### src/rtl/imem_boot_ctrl.sv
// Boot/fetch controller: streams 32-bit program words into byte-wide instruction
// memory (big-endian), then releases the CPU and screens every fetch address.
module imem_boot_ctrl #(
    parameter int MEM_BYTES = 60,
    parameter int AW        = 32
) (
    input  logic          clk,
    input  logic          rst_n,
    input  logic          load_valid,
    input  logic [31:0]   load_data,
    input  logic          load_last,
    output logic          load_ready,
    input  logic          reload,
    output logic          mem_we,
    output logic [AW-1:0] mem_waddr,
    output logic [7:0]    mem_wdata,
    output logic          cpu_start,
    input  logic          fetch_req,
    input  logic [AW-1:0] fetch_pc,
    output logic [AW-1:0] fetch_addr,
    output logic          fetch_valid,
    output logic          fault,
    output logic [7:0]    words_loaded
);

    typedef enum logic [1:0] {
        S_LOAD  = 2'd0,
        S_WRITE = 2'd1,
        S_RUN   = 2'd2,
        S_FAULT = 2'd3
    } state_t;

    localparam logic [AW:0]   LIMIT_EXT = (AW+1)'(MEM_BYTES);
    localparam logic [AW-1:0] LIMIT     = AW'(MEM_BYTES);

    state_t        r_state;
    logic [31:0]   r_word;
    logic          r_last;
    logic [1:0]    r_bcnt;
    logic [AW-1:0] r_base;
    logic [7:0]    r_words;
    logic          r_load_ready;
    logic          r_mem_we;
    logic [AW-1:0] r_mem_waddr;
    logic [7:0]    r_mem_wdata;
    logic          r_cpu_start;
    logic [AW-1:0] r_fetch_addr;
    logic          r_fetch_valid;
    logic          r_fault;

    logic [1:0]    w_bnext;
    logic [AW-1:0] w_base_next;
    logic [AW:0]   w_pc_end;
    logic          w_fetch_ok;

    function automatic logic [7:0] byte_sel(input logic [31:0] w, input logic [1:0] k);
        case (k)
            2'd0:    byte_sel = w[31:24];
            2'd1:    byte_sel = w[23:16];
            2'd2:    byte_sel = w[15:8];
            default: byte_sel = w[7:0];
        endcase
    endfunction

    assign w_bnext     = r_bcnt + 2'd1;
    assign w_base_next = r_base + AW'(4);
    // One extra bit so a PC near the top of the address space cannot wrap into range.
    assign w_pc_end    = {1'b0, fetch_pc} + (AW+1)'(3);
    assign w_fetch_ok  = (fetch_pc[1:0] == 2'b00) && (w_pc_end < LIMIT_EXT);

    always_ff @(posedge clk or negedge rst_n) begin
        if (!rst_n) begin
            r_state       <= S_LOAD;
            r_word        <= '0;
            r_last        <= 1'b0;
            r_bcnt        <= '0;
            r_base        <= '0;
            r_words       <= '0;
            r_load_ready  <= 1'b1;
            r_mem_we      <= 1'b0;
            r_mem_waddr   <= '0;
            r_mem_wdata   <= '0;
            r_cpu_start   <= 1'b0;
            r_fetch_addr  <= '0;
            r_fetch_valid <= 1'b0;
            r_fault       <= 1'b0;
        end else begin
            case (r_state)
                S_LOAD: begin
                    if (load_valid && r_load_ready) begin
                        r_word       <= load_data;
                        r_last       <= load_last;
                        r_bcnt       <= 2'd0;
                        r_load_ready <= 1'b0;
                        r_mem_we     <= 1'b1;
                        r_mem_waddr  <= r_base;
                        r_mem_wdata  <= load_data[31:24];
                        r_state      <= S_WRITE;
                    end
                end
                S_WRITE: begin
                    if (r_bcnt != 2'd3) begin
                        r_bcnt      <= w_bnext;
                        r_mem_waddr <= r_base + {{(AW-2){1'b0}}, w_bnext};
                        r_mem_wdata <= byte_sel(r_word, w_bnext);
                    end else begin
                        r_mem_we <= 1'b0;
                        r_base   <= w_base_next;
                        r_words  <= r_words + 8'd1;
                        if (r_last || (w_base_next == LIMIT)) begin
                            r_cpu_start <= 1'b1;
                            r_state     <= S_RUN;
                        end else begin
                            r_load_ready <= 1'b1;
                            r_state      <= S_LOAD;
                        end
                    end
                end
                S_RUN, S_FAULT: begin
                    // reload takes priority over any fetch in the same cycle
                    if (reload) begin
                        r_base        <= '0;
                        r_words       <= '0;
                        r_cpu_start   <= 1'b0;
                        r_fault       <= 1'b0;
                        r_fetch_valid <= 1'b0;
                        r_load_ready  <= 1'b1;
                        r_state       <= S_LOAD;
                    end else if (r_state == S_RUN && fetch_req) begin
                        if (w_fetch_ok) begin
                            r_fetch_addr  <= fetch_pc;
                            r_fetch_valid <= 1'b1;
                        end else begin
                            r_fetch_valid <= 1'b0;
                            r_fault       <= 1'b1;
                            r_state       <= S_FAULT;
                        end
                    end else begin
                        r_fetch_valid <= 1'b0;
                    end
                end
                default: r_state <= S_LOAD;
            endcase
        end
    end

    assign load_ready   = r_load_ready;
    assign mem_we       = r_mem_we;
    assign mem_waddr    = r_mem_waddr;
    assign mem_wdata    = r_mem_wdata;
    assign cpu_start    = r_cpu_start;
    assign fetch_addr   = r_fetch_addr;
    assign fetch_valid  = r_fetch_valid;
    assign fault        = r_fault;
    assign words_loaded = r_words;

endmodule

### config.mk
export PLATFORM = sky130hd
export DESIGN_NAME = imem_boot_ctrl
export DESIGN_NICKNAME = d
export VERILOG_FILES = /design/src/rtl/imem_boot_ctrl.sv
export SDC_FILE = /design/constraint.sdc
export NUM_CORES = 1
export LEC_CHECK = 0
export ABC_CLOCK_PERIOD_IN_PS = 4880
export CELL_PAD_IN_SITES_DETAIL_PLACEMENT = 0
export CELL_PAD_IN_SITES_GLOBAL_PLACEMENT = 1
export CORE_MARGIN = 4
export CORE_UTILIZATION = 30
export DETAILED_ROUTE_END_ITERATION = 10
export GPL_ROUTABILITY_DRIVEN = 1
export GPL_TIMING_DRIVEN = 0
export PLACE_DENSITY_LB_ADDON = 0.1
export SYNTH_ARGS = -nofsm -noshare
export SYNTH_HDL_FRONTEND = slang
export SYNTH_SLANG_ARGS = --single-unit
export TNS_END_PERCENT = 50
### constraint.sdc
create_clock -name clk -period 4.88 [get_ports clk]
set_clock_uncertainty 0.05 [all_clocks]
set_input_delay 0.976 -clock clk [delete_from_list [all_inputs] [get_ports clk]]
set_output_delay 0.976 -clock clk [all_outputs]
set_load 0.03 [all_outputs]
== Word level (Yosys, flattened, before mapping) ==
Cells that the tools add are included.
Storage, ports and cells
  flip-flop bits (word level): 154
  bits in latches: 0
  bits in writable memories: 0
  bits in read-only memories: 0
  bits of input ports: 70
  output and inout bits: 85
  word-level logic and storage cells: 98
  memories: 0
Cells by class
  add/subtract/negate cells: 5
  $mul: 0
  divide/modulo/power cells: 0
  order comparisons: 1
  equal/unequal tests: 16
  shift operators: 0
  muxes and demuxes: 41
  bitwise gates (word level): 1
  reduce and logical (&&, ||, !) cells: 20
Operator list (count)
  $mux W32: 4
  $pmux W32 S2: 2
  $add A32 B2 Y33 const B: 1
  $lt A33 B6 Y1 const B: 1
  $add A32 B2 Y32: 1
  $add A32 B3 Y32 const B: 1
  $eq A32 B6 Y1 const B: 1
  $mux W8: 4
  $pmux W8 S2: 2
  $pmux W8 S3: 1
  $mux W2: 8
  $ne A2 B2 Y1 const B: 8
  $reduce_and A4 Y1: 4
  $mux W1: 15
  $reduce_and A3 Y1: 4
  $add A8 B1 Y8 const B: 1
  $eq A2 B2 Y1 const B: 3
  $logic_not A2 Y1: 3
  $ne A3 B3 Y1 const B: 2
  $pmux W2 S3: 1
  $reduce_bool A2 Y1: 3
  $eq A2 B1 Y1 const B: 2
  $pmux W1 S2: 2
  $pmux W2 S2: 1
  other kinds (7): 9

== Depth between registers and ports, before layout ==
  depth in word-level cells: 7
  mapped depth: 9

== Worst setup path before layout ==
No wires, ideal clock.
  path type: input to register
  from: input port fetch_pc[2]
  to: register r_fetch_addr[5], in the netlist fetch_addr[5]
  data arrival time: 3.163 ns
  required time: 4.703 ns
  setup slack: 1.540 ns
  stages: 8
  buffers on the path: 1
  cells stage by stage: nand4_1 > or3_1 > nor4_1 > mux2i_1 > nand3_1 > nor4_4 > buf_4 > mux2_1
On the way
  cells in the longest elaborated chain, start to end: 4
Ends and longest elaborated chain
  from (decl): line 19  | input logic [AW-1:0] fetch_pc,
  $add A32 B2 Y33: line 68  | assign w_pc_end = {1'b0, fetch_pc} + (AW+1)'(3);
  $lt A33 B6 Y1: line 69  | assign w_fetch_ok = (fetch_pc[1:0] == 2'b00) && (w_pc_end < LIMIT_EXT);
  $logic_and A1 B1 Y1: line 69
  $reduce_and A4 Y1 (no line)
  to (signal assigned): line 131  | r_fetch_addr <= fetch_pc;
  to (decl): line 47  | logic [AW-1:0] r_fetch_addr;
Every way passes these cells.
A chain may end at the register's enable or synchronous reset.

== Worst setup path in the final report ==
Same ends and word-level chain as after synthesis.

==> impl_table.tex <==
\begin{tabular}{lr}
\hline
Metric & Value \\
\hline
\multicolumn{2}{l}{\textbf{Run status}} \\
Result of the run & complete, no violations \\
\multicolumn{2}{l}{\textbf{Route}} \\
Final ANT Viol Nets & 0 \\
Mean number of vias per cell & about 5 \\
Vias & 6602 \\
Number of detailed-routing iterations run before antenna repair & 5 \\
Number of violations reported at the end of detailed-routing iteration 0 & 529 \\
Total wire length after detailed routing & $\sim$25 mm \\
Routed wire per std cell & roughly 19 um \\
Number of remaining DRC errors & 0 \\
\multicolumn{2}{l}{\textbf{Floorplan}} \\
Standard-cell row count & 58 \\
Die height & between 150 and 200 um \\
Overall die width & roughly 170 um \\
\# IOs & 155 \\
Total die area & $\sim$28000 um\^{}2 \\
Core outline area & 25200 um\^{}2 \\
Starting Density & 30.5\% \\
\multicolumn{2}{l}{\textbf{Worst setup path}} \\
Biggest cell delay along the critical path & between 0.4 and 0.5 ns \\
Critical path arrival & $\sim$4.1 ns \\
R2R depth & 9 \\
Required time of the critical path & about 5.2 ns \\
Crit Path Max Fanout & 10 \\
Worst path cell trace & clkdlybuf4s50\_1 -> nand4\_1 -> or3\_1 -> nor4\_1 -> mux2i\_1 -> nand3\_1 -> nor4\_4 -> buf\_4 -> mux2\_1 \\
Cell family with the largest share of critical-path delay & simple AND/OR/NAND/NOR gates \\
Buffer and inverter count on the worst path & 2 \\
Startpoint type of the worst setup path & input pin \\
WS Path Type & in -> reg \\
Register-to-register setup slack & around 1.8 ns \\
WP depth & 9 \\
R2R Path Start & r\_base[3] \\
Worst reg2reg endpoint & load\_ready \\
Critical path capture point type & flop \\
Max stage delay cell, worst path & sky130\_fd\_sc\_hd\_\_nor4\_4 \\
\multicolumn{2}{l}{\textbf{Global route}} \\
Wire length of the first global-routing pass & between 30 and 40 mm \\
Aggregate global-route resource usage & approximately 18\% \\
Antenna violations before repair & 0 \\
Maximum number of pins on one net before global-route repair & between 100 and 150 \\
Vias in the first global route & 6662 \\
GR Overflow Total & 0 \\
\multicolumn{2}{l}{\textbf{STA}} \\
Worst setup margin & about 1.1 ns \\
Tcrit/Tclk final & between 70 and 80\% \\
Final hold violation count & 0 \\
RSZ-0062 raised after global routing & false \\
Pins over their slew limit & 0 \\
Least-Margin Pin Slew & about 0.82 ns \\
Maximum achievable frequency & $\sim$260 MHz \\
Relative slew slack & 45.2\% \\
Fin crit period & 3.79 ns \\
Endpoints failing setup & 0 \\
\multicolumn{2}{l}{\textbf{Synthesis}} \\
Area share of the leading cell type in the synthesized netlist & a little under 50\% \\
Leading cell types by total area after synthesis & sky130\_fd\_sc\_hd\_\_dfrtp\_1 49\%, sky130\_fd\_sc\_hd\_\_mux2\_2 5.4\%, sky130\_fd\_sc\_hd\_\_nand2\_1 5.3\% \\
Post-Syn Area & about 7700 um\^{}2 \\
Synthesized net count & approximately 880 \\
Top cell type by total area after synthesis & sky130\_fd\_sc\_hd\_\_dfrtp\_1 \\
Total of warnings raised by yosys & 0 \\
Post-synth ARST share & 100\% \\
Seq/Total Area, Yosys & 49.5\% \\
Post-synth EDFFs & 0 \\
Number of library cell types mapped by synthesis & a little under 60 \\
Number of storage elements in the synthesis netlist & 152 \\
Post-synthesis average cell area & 9.59 um\^{}2 \\
Post-synthesis instance total & 802 \\
Main synth FF type & sky130\_fd\_sc\_hd\_\_dfrtp\_1 \\
\multicolumn{2}{l}{\textbf{Power and ir drop}} \\
Net load switching power & 2.01 mW \\
Part of the power in registers & a little over a third \\
Highest ir drop seen on vdd & roughly 0.30 mV \\
Sw Share & 40.8\% \\
Power density over the cells & slightly below 500 nW/um\^{}2 \\
Clock network power share & 26.9\% \\
Internal power contribution & $\sim$3 mW \\
Static Leakage & approximately 4.3 nW \\
Fraction of power consumed by combinational cells & between 30\% and 40\% \\
\multicolumn{2}{l}{\textbf{Clock network}} \\
Sinks on the clock net & roughly 150 \\
Clock transition time at the flip-flop clock pins of the worst setup and hold paths & approximately 0.080 ns \\
Number of hold buffers added after cts & 0 \\
Setup fix buffers added after clock tree synthesis & 0 \\
Clock latency at the later pin of the worst-skew pair & 0.43 ns \\
Resize count post-CTS & 0 \\
Buffer type at the clock tree root & sky130\_fd\_sc\_hd\_\_clkbuf\_16 \\
H-tree lvl count & 4 \\
Number of buffers created by CTS & 17 \\
Worst-case clock buffer depth & 2 \\
CTS tree & built \\
\multicolumn{2}{l}{\textbf{Min path}} \\
Hold WC Path Type & in -> async \\
\multicolumn{2}{l}{\textbf{Placed design}} \\
I/O Buffers & $\sim$150 \\
Half-perimeter wire length of the detailed placement result & 17.7 mm \\
Routability-driven placement congestion ratio & 0.838 \\
Pre-CTS setup slack & 0.589 ns \\
Cell area reported after detailed placement & slightly below 10000 um\^{}2 \\
Cell count after placement & about 1300 \\
\multicolumn{2}{l}{\textbf{Cells and area}} \\
Summed area of non-filler cells in the final layout & 10300 um\^{}2 \\
Storage element area & between 3000 and 4000 um\^{}2 \\
Layout overhead on the synthesized area & 33.5\% \\
Finished Core Util & about two fifths \\
Final non-filler cell total & around 1300 \\
ANT cells & 0 \\
Fillers & roughly 2500 \\
Fraction of layout instances using a drive strength above 1 & between 10\% and 20\% \\
Multi-input combinational cell area & approximately 3600 um\^{}2 \\
Post-layout net count & $\sim$1100 \\
\multicolumn{2}{l}{\textbf{Flow run}} \\
Max Cap Violations & 0 \\
\hline
\end{tabular}
cell type report:
type | count | area share [%]
Sequential cell | 152 | 37.1
Timing Repair Buffer | 155 | 15.3
Buffer | 56 | 2.34
Clock buffer | 18 | 4.18
Clock inverter | 14 | 1.51
Inverter | 10 | 0.366
Multi-Input combinational cell | 584 | 35.2
Tap cell | 330 | 4.02
layer usage:
layer  vias up  wire length [um]  GRT usage [%]
li1       3222                 -              -
met1      3165             12200           26.4
met2       189             10700           26.2
met3        26              1530           4.25
met4         0               229           3.53
met5         -                 0              0
cells by family after synthesis:
kind of cell,after synthesis,synth area share [%]
AO/OA/AOI/OAI,162,12.7
XOR/XNOR,30,3.42
adder cells (fa/ha/maj),10,1.63
buffers and inverters,66,3.61
flip-flops,152,49.5
multiplexers,41,5.96
other,1,0.0488
AND/OR/NAND/NOR,340,23.1
synth_stat cells, types with 3 or more instances:
library cell / number
sky130_fd_sc_hd__and4_1: 11
sky130_fd_sc_hd__ha_1: 10
sky130_fd_sc_hd__o31ai_1: 14
sky130_fd_sc_hd__nor3_1: 13
sky130_fd_sc_hd__xnor2_1: 17
sky130_fd_sc_hd__o21ai_0: 66
sky130_fd_sc_hd__a21o_1: 4
sky130_fd_sc_hd__a21oi_1: 37
sky130_fd_sc_hd__clkbuf_2: 3
sky130_fd_sc_hd__nor4_1: 14
sky130_fd_sc_hd__mux2i_1: 3
sky130_fd_sc_hd__a211oi_1: 3
sky130_fd_sc_hd__nor4_2: 3
sky130_fd_sc_hd__nor4b_1: 3
sky130_fd_sc_hd__nor2_1: 59
sky130_fd_sc_hd__or4_1: 4
sky130_fd_sc_hd__a222oi_1: 8
sky130_fd_sc_hd__and3_1: 12
sky130_fd_sc_hd__nand3_1: 30
sky130_fd_sc_hd__nor2b_1: 30
sky130_fd_sc_hd__nand4_1: 22
sky130_fd_sc_hd__and2_1: 10
sky130_fd_sc_hd__buf_2: 18
sky130_fd_sc_hd__xor2_1: 13
sky130_fd_sc_hd__inv_1: 10
sky130_fd_sc_hd__mux2_2: 37
sky130_fd_sc_hd__clkbuf_1: 34
sky130_fd_sc_hd__o22ai_1: 5
sky130_fd_sc_hd__a31oi_1: 10
sky130_fd_sc_hd__nand2_1: 108
sky130_fd_sc_hd__dfrtp_1: 151
sky130_fd_sc_hd__or3_1: 6
metrics by stage:
stage / setup TNS (ns) / power (mW) / hold WS (ns)
after CTS: 0 / 5.00 / 0.378
after detailed placement: 0 / 3.65 / 0.409
after global placement: -610.96 / 3.64 / 0.402
after global routing: 0 / 5.28 / 0.377
final: 0 / 4.93 / 0.367
after floorplan: 0 / 2.87 / 0.430
how the worst max path moves through the flow:
| stage | from | endpoint |
|---|---|---|
| detailed placement | fetch_pc[2] | fetch_addr[5] |
| floorplan | fetch_pc[2] | fetch_addr[5] |
| CTS | fetch_pc[2] | fetch_addr[5] |
| global placement | rst_n | r_word[18] |
| finish | fetch_pc[2] | fetch_addr[5] |
| global route | fetch_pc[2] | fetch_addr[5] |
power groups by stage:
stage               Combinational, mW  Clock (mW)  Sequential, mW
global placement                 1.88           0            1.76
detailed placement               1.89           0            1.76
CTS                              1.90        1.36            1.74
finish                           1.88        1.33            1.73
global route                     2.08        1.42            1.78
floorplan                       0.973           0            1.90
cells in the final DEF, fill, tap and decap left out, types with 17 or more instances in the layout:
cell type / count
sky130_fd_sc_hd__nor2b_1: 30
sky130_fd_sc_hd__nand3_1: 30
sky130_fd_sc_hd__mux2_2: 37
sky130_fd_sc_hd__buf_2: 18
sky130_fd_sc_hd__nor2_1: 59
sky130_fd_sc_hd__a21oi_1: 37
sky130_fd_sc_hd__nand4_1: 22
sky130_fd_sc_hd__clkdlybuf4s50_1: 153
sky130_fd_sc_hd__dfrtp_1: 151
sky130_fd_sc_hd__nand2_1: 108
sky130_fd_sc_hd__o21ai_0: 66
sky130_fd_sc_hd__clkbuf_16: 17
sky130_fd_sc_hd__clkbuf_1: 35
sky130_fd_sc_hd__xnor2_1: 17
state kept, by name, indices dropped and copies added, names as in the netlist, 2 cells and up:
signal,flops
r_base,30
mem_waddr,32
r_bcnt,2
words_loaded,8
r_word,32
fetch_addr,32
r_state,2
mem_wdata,8
(Power assumes the default switching activity.)
